### src/rtl/inst_fetch_ctrl.sv
`default_nettype none
// +--------------------------------------------------------------------------+
// | inst_fetch_ctrl : single-outstanding instruction fetch sequencer with    |
// |                   a one-entry instruction buffer toward decode.          |
// | Revision 1.0                                                             |
// +--------------------------------------------------------------------------+
module inst_fetch_ctrl #(
  parameter int               WIDTH    = 32,
  parameter logic [WIDTH-1:0] RESET_PC = 32'hBFC0_0000
) (
  input  logic             clk,
  input  logic             rst_n,
  input  logic [WIDTH-1:0] pc_in,
  input  logic             fetch_en,
  input  logic             flush,
  input  logic             de_stall,
  output logic             inst_req,
  output logic [WIDTH-1:0] inst_addr,
  input  logic             inst_addr_ok,
  input  logic             inst_data_ok,
  input  logic [WIDTH-1:0] inst_rdata,
  output logic             inst_valid,
  output logic [WIDTH-1:0] inst_out,
  output logic [WIDTH-1:0] inst_pc,
  output logic             pc_stall
);

  localparam logic [1:0] S_IDLE    = 2'd0;
  localparam logic [1:0] S_REQ     = 2'd1;
  localparam logic [1:0] S_WAIT    = 2'd2;
  localparam logic [1:0] S_DISCARD = 2'd3;

  logic [1:0]       state_q, state_d;
  logic [WIDTH-1:0] addr_q, addr_d;
  logic             valid_q, valid_d;
  logic [WIDTH-1:0] out_q, out_d;
  logic [WIDTH-1:0] pc_q, pc_d;
  logic             capture;
  logic             launch;

  // A new fetch only starts when the buffer slot is free or drains this cycle.
  always_comb begin
    capture = (state_q == S_WAIT) && inst_data_ok && !flush;
    launch  = (state_q == S_IDLE) && fetch_en && !flush && (!valid_q || !de_stall);
  end

  always_comb begin
    state_d = state_q;
    addr_d  = addr_q;
    case (state_q)
      S_IDLE: begin
        if (launch) begin
          state_d = S_REQ;
          addr_d  = pc_in;
        end
      end
      S_REQ: begin
        if (inst_addr_ok) begin
          state_d = flush ? S_DISCARD : S_WAIT;
        end else if (flush) begin
          state_d = S_IDLE;
        end
      end
      S_WAIT: begin
        if (inst_data_ok) begin
          state_d = S_IDLE;
        end else if (flush) begin
          state_d = S_DISCARD;
        end
      end
      S_DISCARD: begin
        if (inst_data_ok) begin
          state_d = S_IDLE;
        end
      end
      default: state_d = S_IDLE;
    endcase
  end

  // Capture wins over the decode-consume clear; flush wins over both.
  always_comb begin
    valid_d = valid_q;
    out_d   = out_q;
    pc_d    = pc_q;
    if (flush) begin
      valid_d = 1'b0;
    end else if (capture) begin
      valid_d = 1'b1;
      out_d   = inst_rdata;
      pc_d    = addr_q;
    end else if (!de_stall) begin
      valid_d = 1'b0;
    end
  end

  always_ff @(posedge clk or negedge rst_n) begin
    if (!rst_n) begin
      state_q <= S_IDLE;
      addr_q  <= RESET_PC;
      valid_q <= 1'b0;
      out_q   <= '0;
      pc_q    <= RESET_PC;
    end else begin
      state_q <= state_d;
      addr_q  <= addr_d;
      valid_q <= valid_d;
      out_q   <= out_d;
      pc_q    <= pc_d;
    end
  end

  assign inst_req   = (state_q == S_REQ);
  assign inst_addr  = addr_q;
  assign inst_valid = valid_q;
  assign inst_out   = out_q;
  assign inst_pc    = pc_q;
  assign pc_stall   = !(capture || flush);

endmodule
`default_nettype wire

### config.mk
export PLATFORM = sky130hd
export DESIGN_NAME = inst_fetch_ctrl
export DESIGN_NICKNAME = d
export VERILOG_FILES = /design/src/rtl/inst_fetch_ctrl.sv
export SDC_FILE = /design/constraint.sdc
export NUM_CORES = 1
export LEC_CHECK = 0
export ABC_AREA = 1
export ABC_CLOCK_PERIOD_IN_PS = 1400
export CORE_UTILIZATION = 42
export DETAILED_ROUTE_END_ITERATION = 8
export GPL_TIMING_DRIVEN = 0
export PLACE_DENSITY_LB_ADDON = 0.2
export SYNTH_ARGS = -nofsm -noshare
export SYNTH_HDL_FRONTEND = slang
export SYNTH_SLANG_ARGS = --single-unit
### constraint.sdc
create_clock -name clk -period 1.4 [get_ports clk]
set_input_delay 0.28 -clock clk [delete_from_list [all_inputs] [get_ports clk]]
set_output_delay 0.28 -clock clk [all_outputs]
set_load 0.01 [all_outputs]
Word-level counts from Yosys, hierarchy flattened
Index checks and enable logic that the tools add are counted.
{ "op_classes": {"n_reduce_logical": 15, "mux": 11, "n_bitwise": 1, "eq_ne": 8} }
{ "ops": {"columns": ["op", "count"], "rows": [
  ["$mux W2", 6],
  ["$pmux W2 S4", 1],
  ["$ne A3 B2 Y1 const B", 2],
  ["$logic_and A1 B1 Y1", 5],
  ["$eq A2 B2 Y1 const B", 2],
  ["$logic_not A1 Y1", 4],
  ["$mux W1", 4],
  ["$ne A2 B2 Y1 const B", 2],
  ["$reduce_and A2 Y1", 2],
  ["$reduce_and A4 Y1", 1],
  ["$ne A3 B3 Y1 const B", 1],
  ["$eq A2 B1 Y1 const B", 1],
  ["$logic_not A2 Y1", 1],
  ["$logic_or A1 B1 Y1", 2],
  ["$not A1 Y1", 1]
]} }
{ "totals": {"ff_bits": 99, "out_inout_bits": 99} }

Depth between registers and ports, before layout
{ "logic_depth": {"word_depth": 6, "ltp_mapped": 7} }

Worst setup path before layout
OpenSTA, ideal clock, no wires.
{ "synth_timing": {"path_kind": "reg2out", "from": "register state_q[0]", "to": "output port pc_stall", "arrival_ps": 1000, "path_stages_with_launch": 4, "setup_slack_ps": 120, "cell_sequence": "dfrtp_1 -> nor3_2 -> clkbuf_1 -> nor2_1"} }
{ "synth_between": {"elab_chain_len": 5} }
{ "synth_lines": {"columns": ["element", "line", "rtl"], "rows": [
  ["start: declaration", "33", "logic [1:0] state_q, state_d;"],
  ["start signal: assignment", "104", "state_q <= state_d;"],
  ["$eq A2 B2 Y1", "43", "capture = (state_q == S_WAIT) && inst_data_ok && !flush;"],
  ["$logic_and A1 B1 Y1 (2 in series)", "43", null],
  ["$logic_or A1 B1 Y1", "117", "assign pc_stall = !(capture || flush);"],
  ["$logic_not A1 Y1", "117", null],
  ["end: declaration", "25", "output logic pc_stall"]
]} }
No other way between the ends.

Final worst setup path
Ends and elaborated chain as after synthesis.

==> flow_summary.toml <==
[global_route]
gr-usage-all-layers_pct = 22.70
grt_max_degree = 62
grt_pass1_wl_um = 17660
antenna_found_initial = 0
grt_overflow = 0
grt_pass1_vias = 3620

[pwr]
ir_drop_v = 0.001008
power.total_mw = 13.23
p_leak_nw = 3.546
p_per_area_nw_per_um2 = 2002

[cells_and_area]
drive_gt1_share_pct = 24.85
area_growth_pct = 66.55
diodes = 0
fin_nets = 730

[logic_synthesis]
seq_area_frac_synth_pct = 62.99
syn_inst = 443
ys.warnings.count = 0
avgSynthCellArea_um2 = 8.959
ys_ff_latch = 99
synth_nets = 514
synth_area_um2 = 3969
synth.distinct_cells = 14

[detailed_routing]
routed_via_density = 4.795
first_iter_violations = 120
dr.pass1.iters = 4
ant_nets = 0
post_drt_wl_per_cell_um = 14.76
route.detailed.drc = 0
wl_um = 11440
via_count = 3716

[sta]
setup_viol = 86
rsz0062_at_grt = "yes"
worst_pin_slew_ns = 0.5186
relSlewSlack_pct = 65.43
max_freq_mhz = 617.8
fin_crit_sh_pct = 115.6
hold_viol_final = 0
fin_tns_setup_ns = -5.275
clock_skew_ns = 0.006796
finalMaxSlewViolations = 0
setup_ws_ns = -0.2188
min_period_ns = 1.619

[setup_path]
path_class = "flip-flop to primary output"
worstSetupEndpointType = "primary output"
r2r_cells = 9
critPathSlowestCell = "dfrtp_2"
r2r_setup_slack_ns = -0.15
r2r_start = "state_q[1]"
r2r_end = "inst_addr[21]"
worstPathRequired_ns = 1.12
cp_slowest_stage_delay_ns = 0.44
critPathArrivalTime_ns = 1.34
crit_chain = "nor3_4 -> clkbuf_8 -> nor2_4 -> buf_6"
crit_path_max_fanout = 2
worstSetupStartpointType = "flip-flop"

[min_path]
hold_end = "state_q[1]"
whs_path_depth = 2
hold_class = "primary input to flip-flop"
min-delay-start = "inst_data_ok"

[status]
violations = "negative setup slack"
status = "finished with violations"

[job]
maxCapViolations = 0

[floorplanning]
start_util_pct = 43.16
core_area_um2 = 9196
pin_count = 170
die_x_um = 99.21
die_y_um = 99.21
rows = 35
dieArea_um2 = 9843

[placed_design]
hpwlAfterDp_um = 7350
io_buffer_count = 169
gp_congestion = 0.7627

[clock_network]
cts-root-buf = "clkbuf_8"
cts_buffers = 9
cts_max_path_buffers = 2
clock_latency_ns = 0.35
tritoncts = "yes"
clk_pin_slew_ns = 0.09
cts_htree_levels = 3
numClockSinks = 99
## critical path: cells and delay by family (launching register included)
family	cells	cell delay [ns]
flip-flops	1	0.44
buffers and inverters	2	0.29
AND/OR/NAND/NOR	2	0.25
## state kept, by name (all words and copies together), names as in the netlist
signal,flops
inst_out,32
inst_valid,1
state_q,2
inst_addr,32
inst_pc,32
## synth_stat cells (all sizes together)
library cell / count / share of area [%]
nor2: 5 / 0.47
inv: 38 / 3.6
nand2: 168 / 16
o21ai: 35 / 4.4
nand3: 68 / 8.6
nand4: 2 / 0.47
dfstp: 18 / 12
buf: 15 / 2.2
dfrtp: 81 / 51
clkbuf: 12 / 1.1
nor3: 1 / 0.25
## timing repair
| item | in CTS | in global routing |
|---|---|---|
| hold buffers | 1 | 0 |
| endpoints found under the setup margin | 191 | 98 |
| setup buffers | 14 | 12 |
| pin swaps | 3 | 6 |
| resized for setup | 215 | 107 |
| cloned | 3 | 6 |
| endpoints found under the hold margin | 38 | 0 |
## final cells by class
| cell class | instances | area, um^2 |
|---|---|---|
| Timing Repair Buffer | 204 | 1933 |
| Tap cell | 111 | 138.9 |
| Multi-Input combinational cell | 280 | 1391 |
| Clock inverter | 6 | 90.09 |
| Sequential cell | 99 | 2501 |
| Fill cell | 744 | 2586 |
| Inverter | 38 | 142.6 |
| Clock buffer | 10 | 127.6 |
| Buffer | 27 | 285.3 |
## stage by stage
stage / instances / util, % / area [um^2] / hold slack, ns / worst slack, ns
floorplan: 443 / - / 3969 / -0.01559 / 0.1199
global placement: 723 / 63.06 / 5799 / 0.4504 / -3.573
detailed placement: 724 / 63.33 / 5824 / 0.2866 / -0.9020
CTS: 758 / 66.83 / 6146 / 0.4116 / -0.2209
global route: 775 / 71.88 / 6610 / 0.2345 / -0.2686
finish: 775 / 71.88 / 6610 / 0.2098 / -0.2188
## per-layer routing
metal / share of wire [%] / routed length (um) / global-route usage, %
met4: 1.5 / 168 / 7.805
met3: 6.3 / 719 / 4.919
met1: 41 / 4688 / 28.99
met5: 0 / 0 / 0
met2: 51 / 5860 / 38.41
## worst max path at each step
stage | to | startpoint | slack (ns)
floorplan | pc_stall | state_q[0] | 0.12
global placement | inst_pc[16] | rst_n | -3.57
detailed placement | pc_stall | inst_data_ok | -0.90
CTS | pc_stall | state_q[0] | -0.22
global route | pc_stall | state_q[0] | -0.27
finish | pc_stall | state_q[0] | -0.22
## where the power goes
group          leakage [nW]  total, mW  internal (mW)  switching (mW)
clock                 0.106       1.98           1.01           0.974
combinational          2.23       5.95           3.01            2.95
sequential             1.21       5.29           4.42           0.874
## cell families after synthesis
logic type,share of synthesized area [%]
AO/OA/AOI/OAI,4.414
AND/OR/NAND/NOR,25.66
buffers and inverters,6.936
flip-flops,62.99
## cell usage in the layout (no fill, tap or decap), types with 10 or more instances in the layout
cell	netlist	layout
dfrtp_1	81	80
buf_4	5	21
nand3_1	68	68
clkdlybuf4s50_1	0	68
dlygate4sd2_1	0	76
buf_2	10	20
o21ai_2	0	19
nand2_1	168	147
inv_1	36	35
dfstp_2	18	18
buf_6	0	20
nand2_2	0	18
o21ai_1	0	13
clkbuf_8	0	10
Note: power is estimated with default switching activity, not from simulation.
==> RTL change 1 (same settings) <==
The parameter `WIDTH` goes from 32 to 64.
--- a/src/rtl/inst_fetch_ctrl.sv
+++ b/src/rtl/inst_fetch_ctrl.sv
@@ -5,7 +5,7 @@
 // | Revision 1.0                                                             |
 // +--------------------------------------------------------------------------+
 module inst_fetch_ctrl #(
-  parameter int               WIDTH    = 32,
+  parameter int               WIDTH    = 64,
   parameter logic [WIDTH-1:0] RESET_PC = 32'hBFC0_0000
 ) (
   input  logic             clk,
Interface: changed (5 resized); port bits go from 170 to 330. The function was not compared with the original's and may differ.
==> RTL change 1 against the original RTL <==
Combinational power grew 68%; clock skew rose by 0.0011 ns; routed wire length rose by 100%; cell area rose by 82%; area after synthesis grew 92%; cell count rose by 85%; largest power group unchanged; total power is 86% higher; die area increased by 89%; worst setup slack better by 0.0078 ns; the flow finishes with violations (negative hold slack, negative setup slack); sequential cell count grew 96.
==> RTL change 1: results (changes against the original RTL) <==
| Quantity | This run | Unit | vs unedited |
|---|---|---|---|
| Compound-gate portion of the synthesized area | 6.796 | % | +2.4 points |
| Number of nets produced by synthesis | 952 | - | +85% |
| Peak VDD IR | 1107 | µV | +9.9% |
| Number of DRC markers in iteration 0 | 332 | - | +180% |
| Global placer's final weighted congestion | 0.8082 | - | +6.0% |
| Asr flop ratio synth | 100.0 | % | unchanged |
| Average wire per cell in the routed design | 16.17 | µm | +9.6% |
| Number of nets in the finished design | 1330 | - | +82% |
| Layout cells sized above 1 | 14.16 | % | -11 points |
| Failing checks | negative hold slack, negative setup slack | - |  |
| RR Endpoint | inst_addr[30] | - |  |
| Pins over their slew limit | 0 | - | unchanged |
| Count of filler cells inserted in the layout | 1436 | - | +93% |
| Crit path setup slack, layout | -0.2110 | ns | +0.007787 ns |
| Leakage power total | 6.328 | nW | +78% |
| Class of the worst hold path | primary input to asynchronous set/reset pin | - |  |
| Portion of netlist area occupied by mux cells | 0 | % | unchanged |
| Number of global-route vias before repair | 6605 | - | +82% |
| Startpoint of the lowest-slack register-to-register path | state_q[1] | - |  |
| Clock buffers created by TritonCTS | 17 | - | +8 |
| Number of buffers added on ports | 329 | - | +95% |
| Synth top area cells | sky130_fd_sc_hd__dfrtp_1, sky130_fd_sc_hd__nand2_1, sky130_fd_sc_hd__nand3_1 | - |  |
| Count of cell types in the netlist | 16 | - | +2 |
| Number of levels in the clock H-tree | 4 | - | +1 |
| Critical path data arrival time | 1.33 | ns |  |
| Final hold violation count | 80 | - | +80 |
| Setup slack of the worst register-to-register path | -0.05 | ns | +0.10 ns |
| Number of cells traversed by the worst register-to-register path | 7 | - | -2 |
| Sequential fraction of the synthesis area | 64.47 | % | +1.5 points |
| Maximum number of pins on one net before global-route repair | 104 | - | +68% |
| Final setup violation count | 123 | - | +43% |
| Run status | finished with violations | - |  |
| Maximum root-to-sink buffer count | 2 | - | unchanged |
| Clock-pin slew of the registers on the worst-case setup and hold paths | 0.07 | ns | -0.02 ns |
| Synth warnings | 0 | - | unchanged |
| Insertion delay to the later sink of the worst-skew pair | 0.42 | ns | +0.07 ns |
| Placed Instance Area | 11210 | µm² | +92% |
| Wire length of the first global-routing pass | 34.88 | mm | +98% |
| Root Buffer Master | sky130_fd_sc_hd__clkbuf_16 | - |  |
| Post-Synth Adder-Cell Area | 0 | % | unchanged |
| Global Route Usage Sum | 24.92 | % | +2.2 points |
| Number of antenna diodes | 0 | - | unchanged |
| Detailed-placement wirelength estimate | 16.39 | mm | +120% |
| Worst slew margin relative to its limit | 51.08 | % | -14 points |
| Total via count in the routed design | 6833 | - | +84% |
| Min Hold Slack | -0.1512 | ns | -0.3610 ns |
| Final worst clock skew | 0.007936 | ns | +0.001139 ns |
| Post-route setup TNS | -4.658 | ns | +0.6172 ns |
| Most numerous cell types in the synthesized netlist | sky130_fd_sc_hd__nand2_1, sky130_fd_sc_hd__dfrtp_1, sky130_fd_sc_hd__nand3_1, sky130_fd_sc_hd__inv_1 | - |  |
-- RTL change 1: cell types whose count changed after synthesis, sizes merged, moves of 32 or more --
| cell | change |
|---|---|
| nor2 | +35 |
| inv | +33 |
| dfrtp | +96 |
| buf | +32 |
| nand2 | +91 |
| a21oi | +36 |
-- RTL change 1: worst max-delay path by stage --
stage            startpoint       endpoint  cells after the start  slack [ns]
6_report         state_q[1]       pc_stall                      5       -0.21
2_1_floorplan    state_q[1]       pc_stall                      4        0.16
3_3_place_gp          rst_n  inst_addr[51]                      1       -8.14
3_5_place_dp   inst_data_ok       pc_stall                      6       -0.88
4_1_cts          state_q[1]       pc_stall                      5       -0.21
5_1_grt          state_q[1]       pc_stall                      5       -0.28
-- RTL change 1: per-layer routing --
metal | vias to the layer above | global-route usage (%) | wire (µm)
met5 | - | 0 | 0
met1 | 3233 | 30.25 | 9246
li1 | 3333 | - | -
met4 | 0 | 9.444 | 556
met3 | 34 | 6.963 | 1863
met2 | 233 | 42.08 | 11500
-- RTL change 1: where the power goes --
part           total [mW]  internal, mW  leakage, nW  switching (mW)
clock network        4.83          2.69        0.274            2.13
logic                10.0          4.80         3.68            5.22
registers            9.80          8.38         2.37            1.43
-- RTL change 1: logic make-up after synthesis --
kind of cell / count (synthesis)
flip-flops: 195
AND/OR/NAND/NOR: 396
AO/OA/AOI/OAI: 103
buffers and inverters: 123
-- RTL change 1: area by class of cell --
class	instances	area (µm²)	share of cell area (%)
Sequential cell	195	4903	40.86
Clock inverter	11	127.6	1.063
Tap cell	225	281.5	2.346
Inverter	71	269.0	2.242
Timing Repair Buffer	359	3347	27.89
Clock buffer	21	450.4	3.754
Multi-Input combinational cell	499	2198	18.32
Buffer	52	422.9	3.524
-- RTL change 1: through the flow --
step                setup WS (ns)  std cells  hold WS (ns)  power, mW
finish                    -0.2110       1433       -0.1512      24.65
CTS                       -0.2138       1429       -0.1068      24.65
global route              -0.2759       1433      -0.08093      26.19
global placement           -8.141       1371        0.4526      20.63
floorplan                  0.1602        817      -0.01559      13.95
detailed placement        -0.8803       1372        0.3497      20.89
-- RTL change 1: worst max-delay path, cell delays in order, from the launching register on --
cell                       delay, ns
sky130_fd_sc_hd__dfrtp_1        0.41
sky130_fd_sc_hd__nand2_2        0.12
sky130_fd_sc_hd__nor2_4         0.04
sky130_fd_sc_hd__clkbuf_8       0.13
sky130_fd_sc_hd__nor2_1         0.07
sky130_fd_sc_hd__buf_2          0.13
-- RTL change 1: what timing repair did --
item,CTS,global route
hold endpoints to repair,80,80
pin swaps,2,2
resized for setup,342,37
buffers inserted,25,3
setup endpoints to repair,340,297
gates cloned,0,2
==> RTL change 2 (same settings) <==
Without the edit above. Make the reset (`rst_n`) synchronous in one clocked block.
--- a/src/rtl/inst_fetch_ctrl.sv
+++ b/src/rtl/inst_fetch_ctrl.sv
@@ -93,7 +93,7 @@
     end
   end
 
-  always_ff @(posedge clk or negedge rst_n) begin
+  always_ff @(posedge clk) begin
     if (!rst_n) begin
       state_q <= S_IDLE;
       addr_q  <= RESET_PC;
Behaviour: differs if rst_n is asserted again (counterexample within 4 cycles, from zero or initial values and one cycle with rst_n low); with rst_n held inactive, the same outputs for 4 cycles.
==> RTL change 2 against the original RTL <==
The flow still finishes with violations (negative setup slack); routed wire length decreased by 11%; cell area down 16%; non-clock buffer count shrank 28; critical path depth increased by 4; worst setup slack improved by 0.18 ns; count of clock-buffer cells in the layout grew 2; area after synthesis is 11% lower; sequential cell count stayed put; largest cell class unchanged.
Power is not compared: it rests on default switching activity, and its combinational part moved more than twofold at a synthesized area within 25%.
==> RTL change 2: results (changes against the original RTL) <==
| Quantity | This run | Unit | vs unedited |
|---|---|---|---|
| Detailed-routed wire length on met3 | 651 | µm | -9.5% |
| Final setup violation count | 21 | - | -76% |
| Family with the most delay on the worst path | buffers and inverters | - |  |
| Metal1 wirelength | 4.399 | mm | -6.2% |
| Count of filler cells inserted in the layout | 741 | - | -0.40% |
| Routed length on met2 | 5.058 | mm | -14% |
| CP max FO | 10 | - | +8 |
| Count of cell types in the netlist | 19 | - | +5 |
| Asr flop ratio synth | 0 | % | -100 points |
| Post-route setup TNS | -0.2555 | ns | +5.020 ns |
| Final worst clock skew | 0.01116 | ns | +0.004365 ns |
| Number of global-route vias before repair | 3342 | - | -7.7% |
| Crit path max-delay cell type | sky130_fd_sc_hd__dfxtp_2 | - |  |
| Routed via count divided by cell count | 4.740 | - | -1.1% |
| End point of the critical path | inst_addr[5] | - |  |
| Number of nets in the finished design | 707 | - | -3.2% |
| Layout cells sized above 1 | 9.984 | % | -15 points |
| Failing checks | negative setup slack | - |  |
| CP peak stage delay | 0.34 | ns | -0.10 ns |
| Number of DRC markers in iteration 0 | 112 | - | -6.7% |
| Crit path setup slack, layout | -0.03472 | ns | +0.1840 ns |
| Crit Path Class | flop to flop | - |  |
| Global placer's final weighted congestion | 0.9027 | - | +18% |
| Placement Setup Slack | -0.4923 | ns | +0.4097 ns |
| Post-CTS setup buffer count | 1 | - | -13 |
| Number of buffers added on ports | 168 | - | -0.59% |
| Synth top area cells | sky130_fd_sc_hd__dfxtp_1, sky130_fd_sc_hd__nor2_1, sky130_fd_sc_hd__o21ai_0 | - |  |
| Global Route Usage Sum | 23.17 | % | +0.47 points |
| Worst Hold End | inst_valid | - |  |
| Detailed Routing Iterations Pass 1 | 4 | - | unchanged |
| Most numerous cell types in the synthesized netlist | sky130_fd_sc_hd__nor2_1, sky130_fd_sc_hd__dfxtp_1, sky130_fd_sc_hd__o21ai_0, sky130_fd_sc_hd__nand2_1, sky130_fd_sc_hd__o21ai_1 | - |  |
| Maximum number of pins on one net before global-route repair | 16 | - | -74% |
| Wire length of the first global-routing pass | 15.90 | mm | -9.9% |
| Run status | finished with violations | - |  |
| Total length of routed wires | 10.16 | mm | -11% |
| Number of nets produced by synthesis | 523 | - | +1.8% |
| Critical path data arrival time | 1.67 | ns | +0.33 ns |
| Post-cts gate resize count | 115 | - | -47% |
| Number of cells traversed by the worst register-to-register path | 8 | - | -1 |
| Detailed-placement wirelength estimate | 7.291 | mm | -0.81% |
| Transition time at the pin with the least slew margin | 0.4547 | ns | -0.06383 ns |
| Dominant register cell in the synthesized netlist | sky130_fd_sc_hd__dfxtp_1 | - |  |
[RTL change 2: changes by cell type in the layout (fill, tap and decap cells not counted), moves of 19 or more]
cell and delta:
sky130_fd_sc_hd__nand3_1 -46, sky130_fd_sc_hd__o21ai_0 +49, sky130_fd_sc_hd__dfxtp_1 +97, sky130_fd_sc_hd__dfrtp_1 -80
sky130_fd_sc_hd__nand2_1 -105, sky130_fd_sc_hd__nor2_1 +153, sky130_fd_sc_hd__inv_1 -31, sky130_fd_sc_hd__o21ai_2 -19
sky130_fd_sc_hd__dlygate4sd2_1 +22
[RTL change 2: cell families after synthesis]
logic type	synth area share (%)
AND/OR/NAND/NOR	26.07
buffers and inverters	6.314
AO/OA/AOI/OAI	11.42
flip-flops	56.19
[RTL change 2: power by group]
part | internal, mW | switching (mW)
logic | 0.520 | 0.491
clock network | 0.875 | 0.947
registers | 2.97 | 0.110
[RTL change 2: per-stage QoR]
step                      cells  util [%]  hold slack [ns]  power [mW]  cell area, µm²
final                       746     67.98           0.4096       5.918            5558
after CTS                   742     66.48           0.3872       5.860            5435
after global routing        746     67.98           0.4020       6.193            5558
after detailed placement    725     65.32           0.4414       4.151            5340
after global placement      725     65.32           0.4399       4.121            5340
after floorplan             452         -           0.3584       3.531            3527
[RTL change 2: area by class of cell]
cell class                 count  area, µm²  area share, %
buffer                        30      229.0          4.120
clock buffer                  12      145.1          2.611
clock inverter                 4      50.05         0.9005
inverter                      10      42.54         0.7654
multi-input combinational    313       1365          24.56
sequential                    99       1984          35.70
tap                          105      131.4          2.364
timing repair buffer         173       1610          28.97
[RTL change 2: layer usage]
metal	vias up	global-route usage (%)
met3	4	5.772
li1	1803	-
met4	0	5.513
met5	-	0
met2	114	40.44
met1	1615	28.56
